File: config.mk
export PLATFORM = sky130hd
export DESIGN_NAME = set_bank
export DESIGN_NICKNAME = d
export VERILOG_FILES = /design/src/rtl/set_pkg.sv /design/src/rtl/slow_hold_timer.sv /design/src/rtl/set_bank.sv
export SDC_FILE = /design/constraint.sdc
export NUM_CORES = 1
export LEC_CHECK = 0
export ABC_CLOCK_PERIOD_IN_PS = 2100
export CAP_MARGIN = 20
export CORE_MARGIN = 2
export CORE_UTILIZATION = 57
export DETAILED_ROUTE_END_ITERATION = 8
export DONT_BUFFER_PORTS = 1
export GPL_TIMING_DRIVEN = 0
export HOLD_SLACK_MARGIN = 0.02
export PLACE_DENSITY_LB_ADDON = 0.15
export SLEW_MARGIN = 20
export SYNTH_ARGS = -nofsm -noshare
export SYNTH_HDL_FRONTEND = slang
export SYNTH_SLANG_ARGS = --single-unit
File: constraint.sdc
create_clock -name CLK -period 2.1 [get_ports CLK]
set_input_delay 0.105 -clock CLK [delete_from_list [all_inputs] [get_ports CLK]]
set_output_delay 0.105 -clock CLK [all_outputs]
set_load 0.005 [all_outputs]
File: src/rtl/set_pkg.sv
// Shared definitions for the slow-device settings bank: device bit positions,
// reset defaults and the hold-timer state encoding.
package set_pkg;

    localparam int unsigned SLOW_CLKGATE = 0;
    localparam int unsigned SLOW_SND     = 1;
    localparam int unsigned SLOW_SCSI    = 2;
    localparam int unsigned SLOW_SCC     = 3;
    localparam int unsigned SLOW_IWM     = 4;
    localparam int unsigned SLOW_VIA     = 5;
    localparam int unsigned SLOW_IACK    = 6;

    // IACK..ClockGate = 0,1,1,0,1,1,0
    localparam logic [6:0] SLOW_RST_DEF = 7'h36;
    localparam logic [3:0] TO_RST_DEF   = 4'hF;

    typedef enum logic {
        IDLE,
        HOLD
    } hold_state_t;

endpackage

File: src/rtl/slow_hold_timer.sv
// Keeps o_active high for i_load x PRESCALE clocks after each trigger;
// a trigger while holding restarts the window from the current load value.
module slow_hold_timer
    import set_pkg::*;
#(
    parameter int unsigned TOW      = 4,
    parameter int unsigned PRESCALE = 16
) (
    input  logic           i_clk,
    input  logic           i_rst,
    input  logic           i_trig,
    input  logic [TOW-1:0] i_load,
    output logic           o_active
);

    localparam int unsigned    PW      = (PRESCALE > 1) ? $clog2(PRESCALE) : 1;
    localparam logic [PW-1:0]  PRE_MAX = PW'(PRESCALE - 1);

    hold_state_t    r_state;
    logic [TOW-1:0] r_cnt;
    logic [PW-1:0]  r_pre;
    logic           r_active;

    always_ff @(posedge i_clk) begin
        if (i_rst) begin
            r_state  <= IDLE;
            r_cnt    <= '0;
            r_pre    <= '0;
            r_active <= 1'b0;
        end else begin
            case (r_state)
                IDLE: begin
                    if (i_trig && (i_load != '0)) begin
                        r_cnt    <= i_load;
                        r_pre    <= PRE_MAX;
                        r_active <= 1'b1;
                        r_state  <= HOLD;
                    end
                end
                HOLD: begin
                    if (i_trig) begin
                        // A zero timeout on retrigger ends the window rather than holding at 0.
                        if (i_load != '0) begin
                            r_cnt <= i_load;
                            r_pre <= PRE_MAX;
                        end else begin
                            r_cnt    <= '0;
                            r_pre    <= '0;
                            r_active <= 1'b0;
                            r_state  <= IDLE;
                        end
                    end else if (r_pre == '0) begin
                        r_pre <= PRE_MAX;
                        if (r_cnt <= TOW'(1)) begin
                            r_cnt    <= '0;
                            r_active <= 1'b0;
                            r_state  <= IDLE;
                        end else begin
                            r_cnt <= r_cnt - TOW'(1);
                        end
                    end else begin
                        r_pre <= r_pre - PW'(1);
                    end
                end
                default: begin
                    r_cnt    <= '0;
                    r_pre    <= '0;
                    r_active <= 1'b0;
                    r_state  <= IDLE;
                end
            endcase
        end
    end

    assign o_active = r_active;

endmodule

File: src/rtl/set_bank.sv
// Slow-device settings register: edge-qualified address-encoded writes,
// slow-access detection and the slow-hold window.
module set_bank
    import set_pkg::*;
#(
    parameter int unsigned       NDEV     = 7,
    parameter int unsigned       TOW      = 4,
    parameter int unsigned       PRESCALE = 16,
    parameter logic [NDEV-1:0]   SLOW_RST = NDEV'(SLOW_RST_DEF),
    parameter logic [TOW-1:0]    TO_RST   = TOW'(TO_RST_DEF)
) (
    input  logic                CLK,
    input  logic                POR,
    input  logic                BACT,
    input  logic [NDEV+TOW:1]   A,
    input  logic                SetCSWR,
    input  logic [NDEV-1:0]     DevAcc,
    output logic [NDEV-1:0]     Slow,
    output logic [TOW-1:0]      SlowTimeout,
    output logic                SlowActive,
    output logic                WrAck
);

    logic                r_wr_s;
    logic                r_wr_s_prev;
    logic [NDEV+TOW:1]   r_a_s;
    logic [NDEV-1:0]     r_slow;
    logic [TOW-1:0]      r_to;
    logic                r_wrack;
    logic                r_acc_d;
    logic                r_trig;
    logic                w_commit;
    logic                w_acc;

    assign w_commit = r_wr_s & ~r_wr_s_prev;
    // Uses the registered enables, so a same-edge commit cannot mask the trigger.
    assign w_acc    = BACT & (|(DevAcc & r_slow));

    always_ff @(posedge CLK) begin
        if (POR) begin
            r_wr_s      <= 1'b0;
            r_wr_s_prev <= 1'b0;
            r_a_s       <= '0;
            r_slow      <= SLOW_RST;
            r_to        <= TO_RST;
            r_wrack     <= 1'b0;
            r_acc_d     <= 1'b0;
            r_trig      <= 1'b0;
        end else begin
            r_wr_s      <= BACT & SetCSWR;
            r_wr_s_prev <= r_wr_s;
            r_a_s       <= A;
            r_wrack     <= w_commit;
            if (w_commit) begin
                r_slow <= r_a_s[NDEV:1];
                r_to   <= r_a_s[NDEV+TOW:NDEV+1];
            end
            r_acc_d <= w_acc;
            r_trig  <= w_acc & ~r_acc_d;
        end
    end

    slow_hold_timer #(
        .TOW      (TOW),
        .PRESCALE (PRESCALE)
    ) u_hold (
        .i_clk    (CLK),
        .i_rst    (POR),
        .i_trig   (r_trig),
        .i_load   (r_to),
        .o_active (SlowActive)
    );

    assign Slow        = r_slow;
    assign SlowTimeout = r_to;
    assign WrAck       = r_wrack;

endmodule

## Word-level counts from Yosys, hierarchy flattened

Cells that the tools add are included.

| storage, ports and cells | value |
|---|---|
| memory bits (read-only) | 0 |
| word-level logic and storage cells | 56 |
| input bits | 22 |
| output and inout bits | 13 |
| bits in writable memories | 0 |
| flip-flop bits (word level) | 37 |
| memories kept | 0 |
| latch bits | 0 |

| operators by class | value |
|---|---|
| shift operators | 0 |
| divide/modulo/power cells | 0 |
| $lt $le $gt $ge | 1 |
| $mul | 0 |
| add/sub/neg operators | 2 |
| reduce and logical (&&, ||, !) cells | 6 |
| bitwise logic cells | 8 |
| muxes and demuxes | 23 |
| equality and inequality tests | 4 |

Operators with widths:

| cell | count |
|---|---|
| $mux 4 | 9 |
| $pmux 4 s2 | 2 |
| $mux 1 | 10 |
| $ne 3x3->1 const B | 3 |
| $sub 4x1->4 const B | 2 |
| $and 7x7->7 | 1 |
| $reduce_or 7->1 | 1 |
| $and 1x1->1 | 4 |
| $le 4x1->1 const B | 1 |
| $logic_not 4->1 | 1 |
| $pmux 1 s2 | 2 |
| $reduce_and 4->1 | 1 |
| $reduce_bool 4->1 | 1 |
| $not 1->1 | 3 |
| $ne 2x1->1 const B | 1 |
| $reduce_and 2->1 | 1 |
| $logic_and 1x1->1 | 1 |

## Logic depth before layout (Yosys ltp)

Gate-level depths: netlist (run 1).

| depth | value |
|---|---|
| depth in word-level cells | 5 |
| depth in mapped cells | 6 |
| mapped depth without buffers | 6 |

## Cells and area by module

A second synthesis (run 1) with hierarchy kept.

| unflattened totals | value |
|---|---|
| cell total of the unflattened synthesis | 144 |
| area, all modules | 1460.2 µm² |

By module, submodules not included:

| module | cells an instance | area an instance (µm²) | sequential area each (µm²) | instances |
|---|---|---|---|---|
| set_bank | 75 | 883.3 | 540.5 | 1 |
| slow_hold_timer | 69 | 576.8 | 200.2 | 1 |

## Worst setup path before layout (run 1)

Ideal clock, no wire load.

| timing | value |
|---|---|
| path type | reg-to-reg |
| start | reg r_to[3], in the netlist SlowTimeout[3] |
| end | reg u_hold.r_pre[2] |
| arrival time | 1.546 ns |
| clock period less this slack | 1.660 ns |
| setup time | 0.115 ns |
| cell stages (with the launch flop) | 6 |
| slack | 0.440 ns |
| buffers on the path | 0 |
| required time | 1.985 ns |
| path through | dfxtp_1 o41ai_4 ha_1 nand3b_1 nor2_1 a2111oi_0 |

| between the ends | value |
|---|---|
| cells in the longest elaborated chain, start to end | 4 |
| elaborated cells between the ends (all ways) | 6 |
| classes of those cells | eq/ne: 1; mux: 3; reduce/logical: 2 |

RTL lines:

| what | RTL line | source |
|---|---|---|
| start, declared | set_bank.sv:28 | `logic [TOW-1:0] r_to;` |
| start signal, assigned | set_bank.sv:56 | `r_to <= r_a_s[NDEV+TOW:NDEV+1];` |
| $reduce_bool 4->1 * | slow_hold_timer.sv:33, slow_hold_timer.sv:43 |  |
| $mux 4 | slow_hold_timer.sv:43 | `if (i_load != '0) begin` |
| $mux 4 | slow_hold_timer.sv:41 | `if (i_trig) begin` |
| $pmux 4 s2 | slow_hold_timer.sv:31 | `case (r_state)` |
| end signal, assigned | slow_hold_timer.sv:62 | `r_pre <= r_pre - PW'(1);` |
| end, declared | slow_hold_timer.sv:21 | `logic [PW-1:0] r_pre;` |

Mark *: on every way between the ends. The rest lies on a longest branch, timed or not.
A chain may end at the register's enable or synchronous reset.

## Worst setup path in the final report (run 1)

| timing | value |
|---|---|
| start | reg r_to[2], in the netlist SlowTimeout[2] |
| end | reg u_hold.r_pre[2] |

The elaborated chain is that of the path after synthesis.

==> impl_metrics.tcl, run 1 <==
set metrics [dict create \
    relSlewSlack_pct 60.8 \
    reg2regPathDepth 5 \
    end_kind "register" \
    yosysSeqAreaShare_pct 50.1 \
    leakagePower_nw 0.668 \
    grt_pass1_vias 1150 \
    mostFrequentLayoutCell "dfxtp_1" \
    ff_latch_area_um2 741 \
    hold_viol 0 \
    die_h_um 54.9 \
    num_antenna_cells 0 \
    synth_area_per_cell_um2 10.2 \
    grt_start_max_net_pins 13 \
    place_congestion 0.678 \
    cap_violations 0 \
    worstReg2RegStart "SlowTimeout[2]$_SDFFE_PP1P_" \
    seq_power_share_pct 51.8 \
    track_usage_pct 25.2 \
    vias_per_cell 5.77 \
    first_pass_iters 4 \
    synth_cells 145 \
    finalCritPeriodShare_pct 92.4 \
    yosysWarnings 0 \
    min_from "POR" \
    drive_above_1_share_pct 10.6 \
    power_frac_comb_pct 13.7 \
    clockBufferDepth 2 \
    drc 0 \
    start_util_pct 59.7 \
    clk_latency_ps 340 \
    fmax_mhz 516 \
    fillCellCount 197 \
    worst-r2r-setup-slack_ps 160 \
    worst-path-max-fanout 5 \
    cts_made_buffers 5 \
    vdd_ir_drop_max_v 0.000873 \
    final_max_slew_viol_count 0 \
    fp.dieW_um 54.9 \
    cp-start-kind "register" \
    cts.htree.levels 2 \
    multi_input_area_um2 679 \
    tns_ps 0 \
    place_hpwl_mm 1.95 \
    ioPinCount 35 \
    fp-row-count 18 \
    syn-cell-area_um2 1480 \
    drt_iter0_markers 29 \
    yosysUniqueCellTypes 30 \
    cts_tree "built" \
    rsz0062_at_grt "no" \
    grt_pass1_wl_mm 5.22 \
    fin_nets 195 \
    cts_sinks 37 \
    critical_path_class "reg2reg" \
    hold_path_class "in2reg" \
    antenna_found_initial 0 \
    max_slew.worst_pin.slew_ps 588 \
    p_sw_uw 390 \
    postRouteAntennaNets 0 \
    syn2layout_area_growth_pct 19.9 \
    wire_per_inst_um 16.5 \
    synth_fp_nets 171 \
    dieArea_um2 3020 \
    skew_ps 5.01 \
    fin_crit_ps 1940 \
    layout_common_cells "37 x dfxtp_1, 23 x nor2b_1, 15 x dlygate4sd3_1" \
    cp.arrival_ps 2160 \
    via_count 1154 \
    synth_seq_cells 37 \
    clk_pin_slew_ps 110 \
    fin_total_pwr_mw 1.53 \
    status "completed" \
    setup_viol 0 \
    hold_end "r_a_s[11]$_SDFF_PP0_" \
    routed_wl_mm 3.30 \
    r2r-end "u_hold.r_pre[2]$_SDFFE_PP0P_" \
    power_frac_clock_pct 34.5 \
    io_buffers 0 \
    p_int_mw 1.14 \
    root_buffer "clkbuf_4" \
    crit_required_ps 2320 \
    min_path_cells 2 \
    powerDensity_nw_per_um2 861 \
    holdWs_ps 77.2 \
    core_area_um2 2480 \
    gr-total-overflow 0 \
    swShare_pct 25.5 \
]
[metrics by stage]
stage                     cells  worst slack, ps  util [%]  cell area (um^2)
after floorplan             145              440         -              1480
after global routing        200             31.6      71.6              1770
after global placement      175              245      61.2              1520
after CTS                   198              115      70.9              1760
after detailed placement    175              155      61.2              1520
final                       200              161      71.6              1770
[power groups by stage]
stage | logic [mW] | registers [mW] | clock network (mW)
after CTS | 0.202 | 0.790 | 0.531
after detailed placement | 0.179 | 0.805 | 0
final | 0.210 | 0.791 | 0.527
after floorplan | 0.149 | 0.795 | 0
after global placement | 0.170 | 0.803 | 0
after global routing | 0.235 | 0.798 | 0.556
[cell families after synthesis]
group | synth area share [%]
and+or+nand+nor | 16.9
AOI/OAI and AO/OA | 22.8
DFF | 50.1
buffers and inverters | 4.15
adders and majority gates | 3.38
muxes | 2.03
xor gates and xnor gates | 0.592
[layout make-up]
type,instances,share of cell area (%)
repair buffers,17,9.32
plain buffers,6,1.34
flip-flops and latches,37,41.8
clock inverters,2,2.12
inverters,10,2.12
clock buffers,6,2.89
well taps,30,2.12
multi-input cells,92,38.3
[cell usage after synthesis]
master / count / area [um^2]
dfxtp_1: 37 / 741
nor2b_1: 23 / 144
a21oi_1: 10 / 50.1
inv_1: 10 / 37.5
nor2_1: 10 / 37.5
a211o_1: 8 / 70.1
clkbuf_1: 5 / 18.8
ha_1: 4 / 50.1
a211oi_2: 3 / 37.5
a221oi_1: 3 / 26.3
mux2i_1: 3 / 30.0
nand2_1: 3 / 11.3
nand2b_1: 3 / 18.8
nand3b_1: 3 / 22.5
a22oi_1: 2 / 15.0
a311oi_1: 2 / 17.5
nor3_1: 2 / 10.0
o21a_1: 2 / 15.0
a2111oi_0: 1 / 8.76
a211oi_1: 1 / 7.51
a222oi_1: 1 / 10.0
a31oi_1: 1 / 6.26
a41o_1: 1 / 10.0
buf_2: 1 / 5.00
o21bai_1: 1 / 7.51
o311a_4: 1 / 21.3
o31ai_1: 1 / 7.51
o41ai_4: 1 / 27.5
or2_2: 1 / 6.26
xnor2_1: 1 / 8.76
[worst max-delay path by stage]
| stage | startpoint | to | slack (ps) | cells past startpoint |
|---|---|---|---|---|
| 2_1_floorplan | SlowTimeout[3]$_SDFFE_PP1P_ | u_hold.r_pre[2]$_SDFFE_PP0P_ | 440 | 5 |
| 5_1_grt | SlowTimeout[2]$_SDFFE_PP1P_ | u_hold.r_pre[2]$_SDFFE_PP0P_ | 30 | 5 |
| 6_report | SlowTimeout[2]$_SDFFE_PP1P_ | u_hold.r_pre[2]$_SDFFE_PP0P_ | 160 | 5 |
| 3_5_place_dp | SlowTimeout[3]$_SDFFE_PP1P_ | u_hold.r_pre[2]$_SDFFE_PP0P_ | 150 | 5 |
| 3_3_place_gp | SlowTimeout[3]$_SDFFE_PP1P_ | u_hold.r_pre[2]$_SDFFE_PP0P_ | 240 | 5 |
| 4_1_cts | SlowTimeout[3]$_SDFFE_PP1P_ | u_hold.r_pre[2]$_SDFFE_PP0P_ | 120 | 5 |
[timing repair]
action                     in CTS  in global routing
hold endpoints to repair       13                  0
setup endpoints to repair       0                  1
resized for setup               0                  1
hold buffers                   15                  0
buffers inserted                0                  2
[critical path, stage by stage, from the launching register on]
cell and delay, ps:
dfxtp_1 390, o41ai_4 470, ha_2 310, nand3b_1 210
nor2_1 70, a2111oi_0 360
[state kept, by name (all words and copies together), names as in the netlist]
name,cells
r_wr_s,1
Slow,7
r_trig,1
r_wr_s_prev,1
WrAck,1
u_hold.r_cnt,4
u_hold.o_active,1
r_acc_d,1
u_hold.r_pre,4
u_hold.r_state,1
r_a_s,11
SlowTimeout,4
[metal layers]
layer | up-vias | track usage (%) | share of wire [%]
li1 | 558 | - | -
met1 | 533 | 29.0 | 41
met2 | 53 | 41.7 | 50
met3 | 10 | 9.14 | 6.9
met4 | 0 | 11.4 | 2.2
met5 | - | 0 | 0
Note: power is estimated with default switching activity, not from simulation.
==> run 2: changes to the inputs <==
ABC_CLOCK_PERIOD_IN_PS = 2250   (was 2100)
clock period = 2.25 ns   (was 2.1 ns; I/O delays follow)
==> impl_metrics.tcl, run 2 (synthesized netlist as in run 1, its figures left out) <==
set metrics [dict create \
    status "completed" \
    cts_made_buffers 5 \
    syn2layout_area_growth_pct 18.7 \
    cpMaxStageDelayCell "o41ai_4" \
    hold_viol 0 \
    worstReg2RegStart "SlowTimeout[3]$_SDFFE_PP1P_" \
    fp-row-count 18 \
    regMostFlops "r_a_s" \
    postCtsSetupBuffers 0 \
    place_ws_ps 305 \
    min_from "POR" \
    mostFrequentLayoutCell "dfxtp_1" \
    cp-start-kind "register" \
    end_kind "register" \
    crit_required_ps 2470 \
    track_usage_pct 25.2 \
    finalCritPeriodShare_pct 87.7 \
    place_hpwl_mm 1.95 \
    routed_wl_mm 3.29 \
    postRouteAntennaNets 0 \
    hold_end "r_a_s[11]$_SDFF_PP0_" \
    leakagePower_nw 0.660 \
    cp.arrival_ps 2200 \
    hold_path_class "in2reg" \
    cts_sinks 37 \
    num_antenna_cells 0 \
    drt_iter0_markers 29 \
    cp_cell_sequence "o41ai_4 > ha_1 > nand3b_1 > nor2_1 > a2111oi_0" \
    drc 0 \
    fin_crit_ps 1970 \
    io_buffers 0 \
    worst_slack_ps 277 \
    skew_ps 8.92 \
    rsz0062_at_grt "no" \
    tns_ps 0 \
    cts_tree "built" \
    gr-total-overflow 0 \
    clockBufferDepth 2 \
    powerDensity_nw_per_um2 811 \
    grt_start_max_net_pins 13 \
    final_max_slew_viol_count 0 \
    relSlewSlack_pct 61.3 \
    root_buffer "clkbuf_4" \
    place_congestion 0.678 \
    worst-r2r-setup-slack_ps 280 \
    wire_per_inst_um 16.6 \
    r2r-end "u_hold.r_pre[2]$_SDFFE_PP0P_" \
    grt_pass1_vias 1150 \
    reg2regPathDepth 5 \
    first_pass_iters 4 \
    fmax_mhz 507 \
    largest_reg_flops 11 \
    drive_above_1_share_pct 8.93 \
    core_area_um2 2480 \
    cpLargestDelayFamily "compound AO/OA/AOI/OAI gates" \
    via_count 1132 \
    critical_path_class "reg2reg" \
    grt_pass1_wl_mm 5.22 \
    max_slew.worst_pin.slew_ps 580 \
    ioPinCount 35 \
    critPathBufInv 0 \
    dieArea_um2 3020 \
    setup_viol 0 \
    clk_latency_ps 350 \
    vdd_ir_drop_max_v 0.000815 \
    antenna_found_initial 0 \
    cap_violations 0 \
    slowest_delay_ps 470 \
    vias_per_cell 5.72 \
    start_util_pct 59.7 \
    cp_num_cells 5 \
    worst-path-max-fanout 5 \
    layout_common_cells "37 x dfxtp_1, 23 x nor2b_1, 15 x dlygate4sd3_1" \
    die_h_um 54.9 \
    cts.htree.levels 2 \
    clk_pin_slew_ps 120 \
    fin_nets 193 \
    min_path_cells 2 \
    fp.dieW_um 54.9 \
]
run 2: worst register-to-register path: stages (launching register included):
cell,delay [ps]
dfxtp_1,400
o41ai_4,480
ha_1,320
nand3b_1,230
nor2_1,70
a2111oi_0,350
run 2: area by class of cell:
cell class	count	area, um^2
timing repair buffer	15	150
sequential	37	741
buffer	6	23.8
tap	30	37.5
inverter	10	37.5
fill	200	722
clock buffer	6	51.3
clock inverter	2	37.5
multi-input combinational	92	677
run 2: how the worst max path moves through the flow:
stage / slack, ps / start / to
finish: 280 / SlowTimeout[3]$_SDFFE_PP1P_ / u_hold.r_pre[2]$_SDFFE_PP0P_
global route: 110 / SlowTimeout[3]$_SDFFE_PP1P_ / u_hold.r_pre[2]$_SDFFE_PP0P_
CTS: 270 / SlowTimeout[3]$_SDFFE_PP1P_ / u_hold.r_pre[2]$_SDFFE_PP0P_
detailed placement: 300 / SlowTimeout[3]$_SDFFE_PP1P_ / u_hold.r_pre[2]$_SDFFE_PP0P_
global placement: 390 / SlowTimeout[3]$_SDFFE_PP1P_ / u_hold.r_pre[2]$_SDFFE_PP0P_
floorplan: 590 / SlowTimeout[3]$_SDFFE_PP1P_ / u_hold.r_pre[2]$_SDFFE_PP0P_
run 2: layer usage:
layer / vias up / share of wire (%) / global-route usage, % / wire length [um]
met3: 9 / 5.8 / 9.14 / 190
met2: 39 / 51 / 41.7 / 1670
met4: 0 / 2.2 / 11.4 / 71
li1: 553 / - / - / -
met1: 531 / 41 / 29.0 / 1360
met5: - / 0 / 0 / 0
run 2: report_power, final:
group          internal [mW]  leakage (nW)  switching (mW)  total [mW]
combinational         0.0959         0.310          0.0948       0.191
sequential             0.699         0.306          0.0397       0.738
clock                  0.264        0.0445           0.231       0.495
total                   1.06         0.660           0.365        1.42
run 2: through the flow:
stage	total power, mW	cells	area, um^2	utilization, %	hold slack [ps]
floorplan	0.881	145	1480	-	225
global placement	0.908	175	1520	61.2	231
detailed placement	0.918	175	1520	61.2	234
CTS	1.42	198	1760	70.9	94.5
global route	1.48	198	1760	70.9	114
finish	1.42	198	1760	70.9	75.8
run 2: what timing repair did:
| action | in CTS | in global routing |
|---|---|---|
| resized for setup | 0 | 0 |
| hold endpoints to repair | 13 | 0 |
| hold buffers | 15 | 0 |
==> run 3: changes to the inputs <==
CORE_ASPECT_RATIO = 1.1   (was unset)
==> impl_metrics.tcl, run 3 (synthesized netlist as in run 1, its figures left out) <==
set metrics [dict create \
    wire_per_inst_um 14.4 \
    crit_required_ps 2490 \
    finalInstanceArea_um2 1740 \
    mostFrequentLayoutCell "dfxtp_1" \
    ioPinCount 35 \
    place_congestion 0.791 \
    cap_violations 0 \
    cp-start-kind "register" \
    clockBufferDepth 2 \
    vdd_ir_drop_max_v 0.000721 \
    postCtsSetupBuffers 0 \
    relSlewSlack_pct 61.0 \
    num_antenna_cells 0 \
    grt_pass1_wl_mm 4.82 \
    drt_iter0_markers 21 \
    clk_latency_ps 350 \
    fin_util_pct 70.3 \
    routed_wl_mm 2.86 \
    cpMaxStageDelayCell "o41ai_4" \
    tns_ps 0 \
    syn2layout_area_growth_pct 17.5 \
    start_util_pct 59.8 \
    skew_ps 9.09 \
    end_kind "register" \
    core_area_um2 2470 \
    final_max_slew_viol_count 0 \
    worst-path-max-fanout 5 \
    place_hpwl_mm 1.96 \
    cts_sinks 37 \
    antenna_found_initial 0 \
    slowest_delay_ps 480 \
    hold_path_class "in2reg" \
    io_buffers 0 \
    cts_tree "built" \
    postRouteAntennaNets 0 \
    fin_nets 193 \
    cp.arrival_ps 2140 \
    vias_per_cell 5.71 \
    root_buffer "clkbuf_4" \
    max_slew.worst_pin.slew_ps 584 \
    powerDensity_nw_per_um2 757 \
    die_h_um 57.4 \
    gr-total-overflow 0 \
    cp_cell_sequence "o41ai_4 > ha_1 > nand3b_1 > nor2_1 > a2111oi_0" \
    finalNonFillerCells 199 \
    largest_reg_flops 11 \
    status "completed" \
    regMostFlops "r_a_s" \
    track_usage_pct 22.0 \
    fillCellCount 197 \
    setup_viol 0 \
    multi_input_area_um2 677 \
    critical_path_class "reg2reg" \
    fin_crit_ps 1900 \
    hold_viol 0 \
    layout_common_cells "37 x dfxtp_1, 23 x nor2b_1, 15 x dlygate4sd3_1" \
    fp-row-count 19 \
    dp_cells 176 \
    cts_made_buffers 5 \
    fmax_mhz 525 \
    finalCritPeriodShare_pct 84.6 \
    grt_pass1_vias 1135 \
    fp.dieW_um 52.6 \
    clk_pin_slew_ps 110 \
    leakagePower_nw 0.657 \
    place_area_um2 1520 \
    rsz0062_at_grt "no" \
    dieArea_um2 3020 \
    ff_latch_area_um2 741 \
    cts.htree.levels 2 \
    drive_above_1_share_pct 8.93 \
    via_count 1137 \
    grt_start_max_net_pins 12 \
    first_pass_iters 4 \
    drc 0 \
]
[run 3: layout make-up]
cell class                 count  share of cell area, %
sequential                    37                   42.6
clock buffer                   7                   3.74
inverter                      10                   2.16
tap                           31                   2.23
multi-input combinational     92                   38.9
buffer                         6                   1.37
timing repair buffer          15                   8.64
clock inverter                 1                  0.288
[run 3: worst paths after layout]
kind                                from  cells past startpoint  slack (ps)                      endpoint
max          SlowTimeout[3]$_SDFFE_PP1P_                      5         350  u_hold.r_pre[2]$_SDFFE_PP0P_
max reg2reg  SlowTimeout[3]$_SDFFE_PP1P_                      5         350  u_hold.r_pre[2]$_SDFFE_PP0P_
min reg2reg           r_acc_d$_SDFF_PP0_                      1         380             r_trig$_SDFF_PP0_
min                                  POR                      2         100          r_a_s[11]$_SDFF_PP0_
[run 3: through the flow]
step / hold WS, ps / total power [mW] / setup slack [ps]
after detailed placement: 243 / 0.918 / 367
after global placement: 234 / 0.909 / 395
after CTS: 96.4 / 1.33 / 327
after global routing: 135 / 1.38 / 97.0
after floorplan: 225 / 0.881 / 590
final: 102 / 1.32 / 346
[run 3: worst max-delay path: cells and delay by family, from the launching register on]
family | cells | cell delay [ps]
DFF | 1 | 390
adders and majority gates | 1 | 320
AOI/OAI and AO/OA | 2 | 780
and+or+nand+nor | 2 | 310
[run 3: power by group]
part / switching [mW] / leakage [nW] / total (mW) / internal [mW]
clock network: 0.212 / 0.0413 / 0.393 / 0.181
registers: 0.0377 / 0.306 / 0.736 / 0.699
logic: 0.0908 / 0.310 / 0.186 / 0.0953
[run 3: per-layer routing]
metal,up-vias,GRT usage [%],wire length [um]
met5,-,0,0
met4,0,11.0,73
met3,8,8.38,136
met2,27,38.0,1480
met1,544,22.8,1180
li1,558,-,-
[run 3: timing repair]
item	4_1_cts	5_1_grt
hold buffers	15	0
endpoints found under the hold margin	13	0
gates resized for setup	0	0
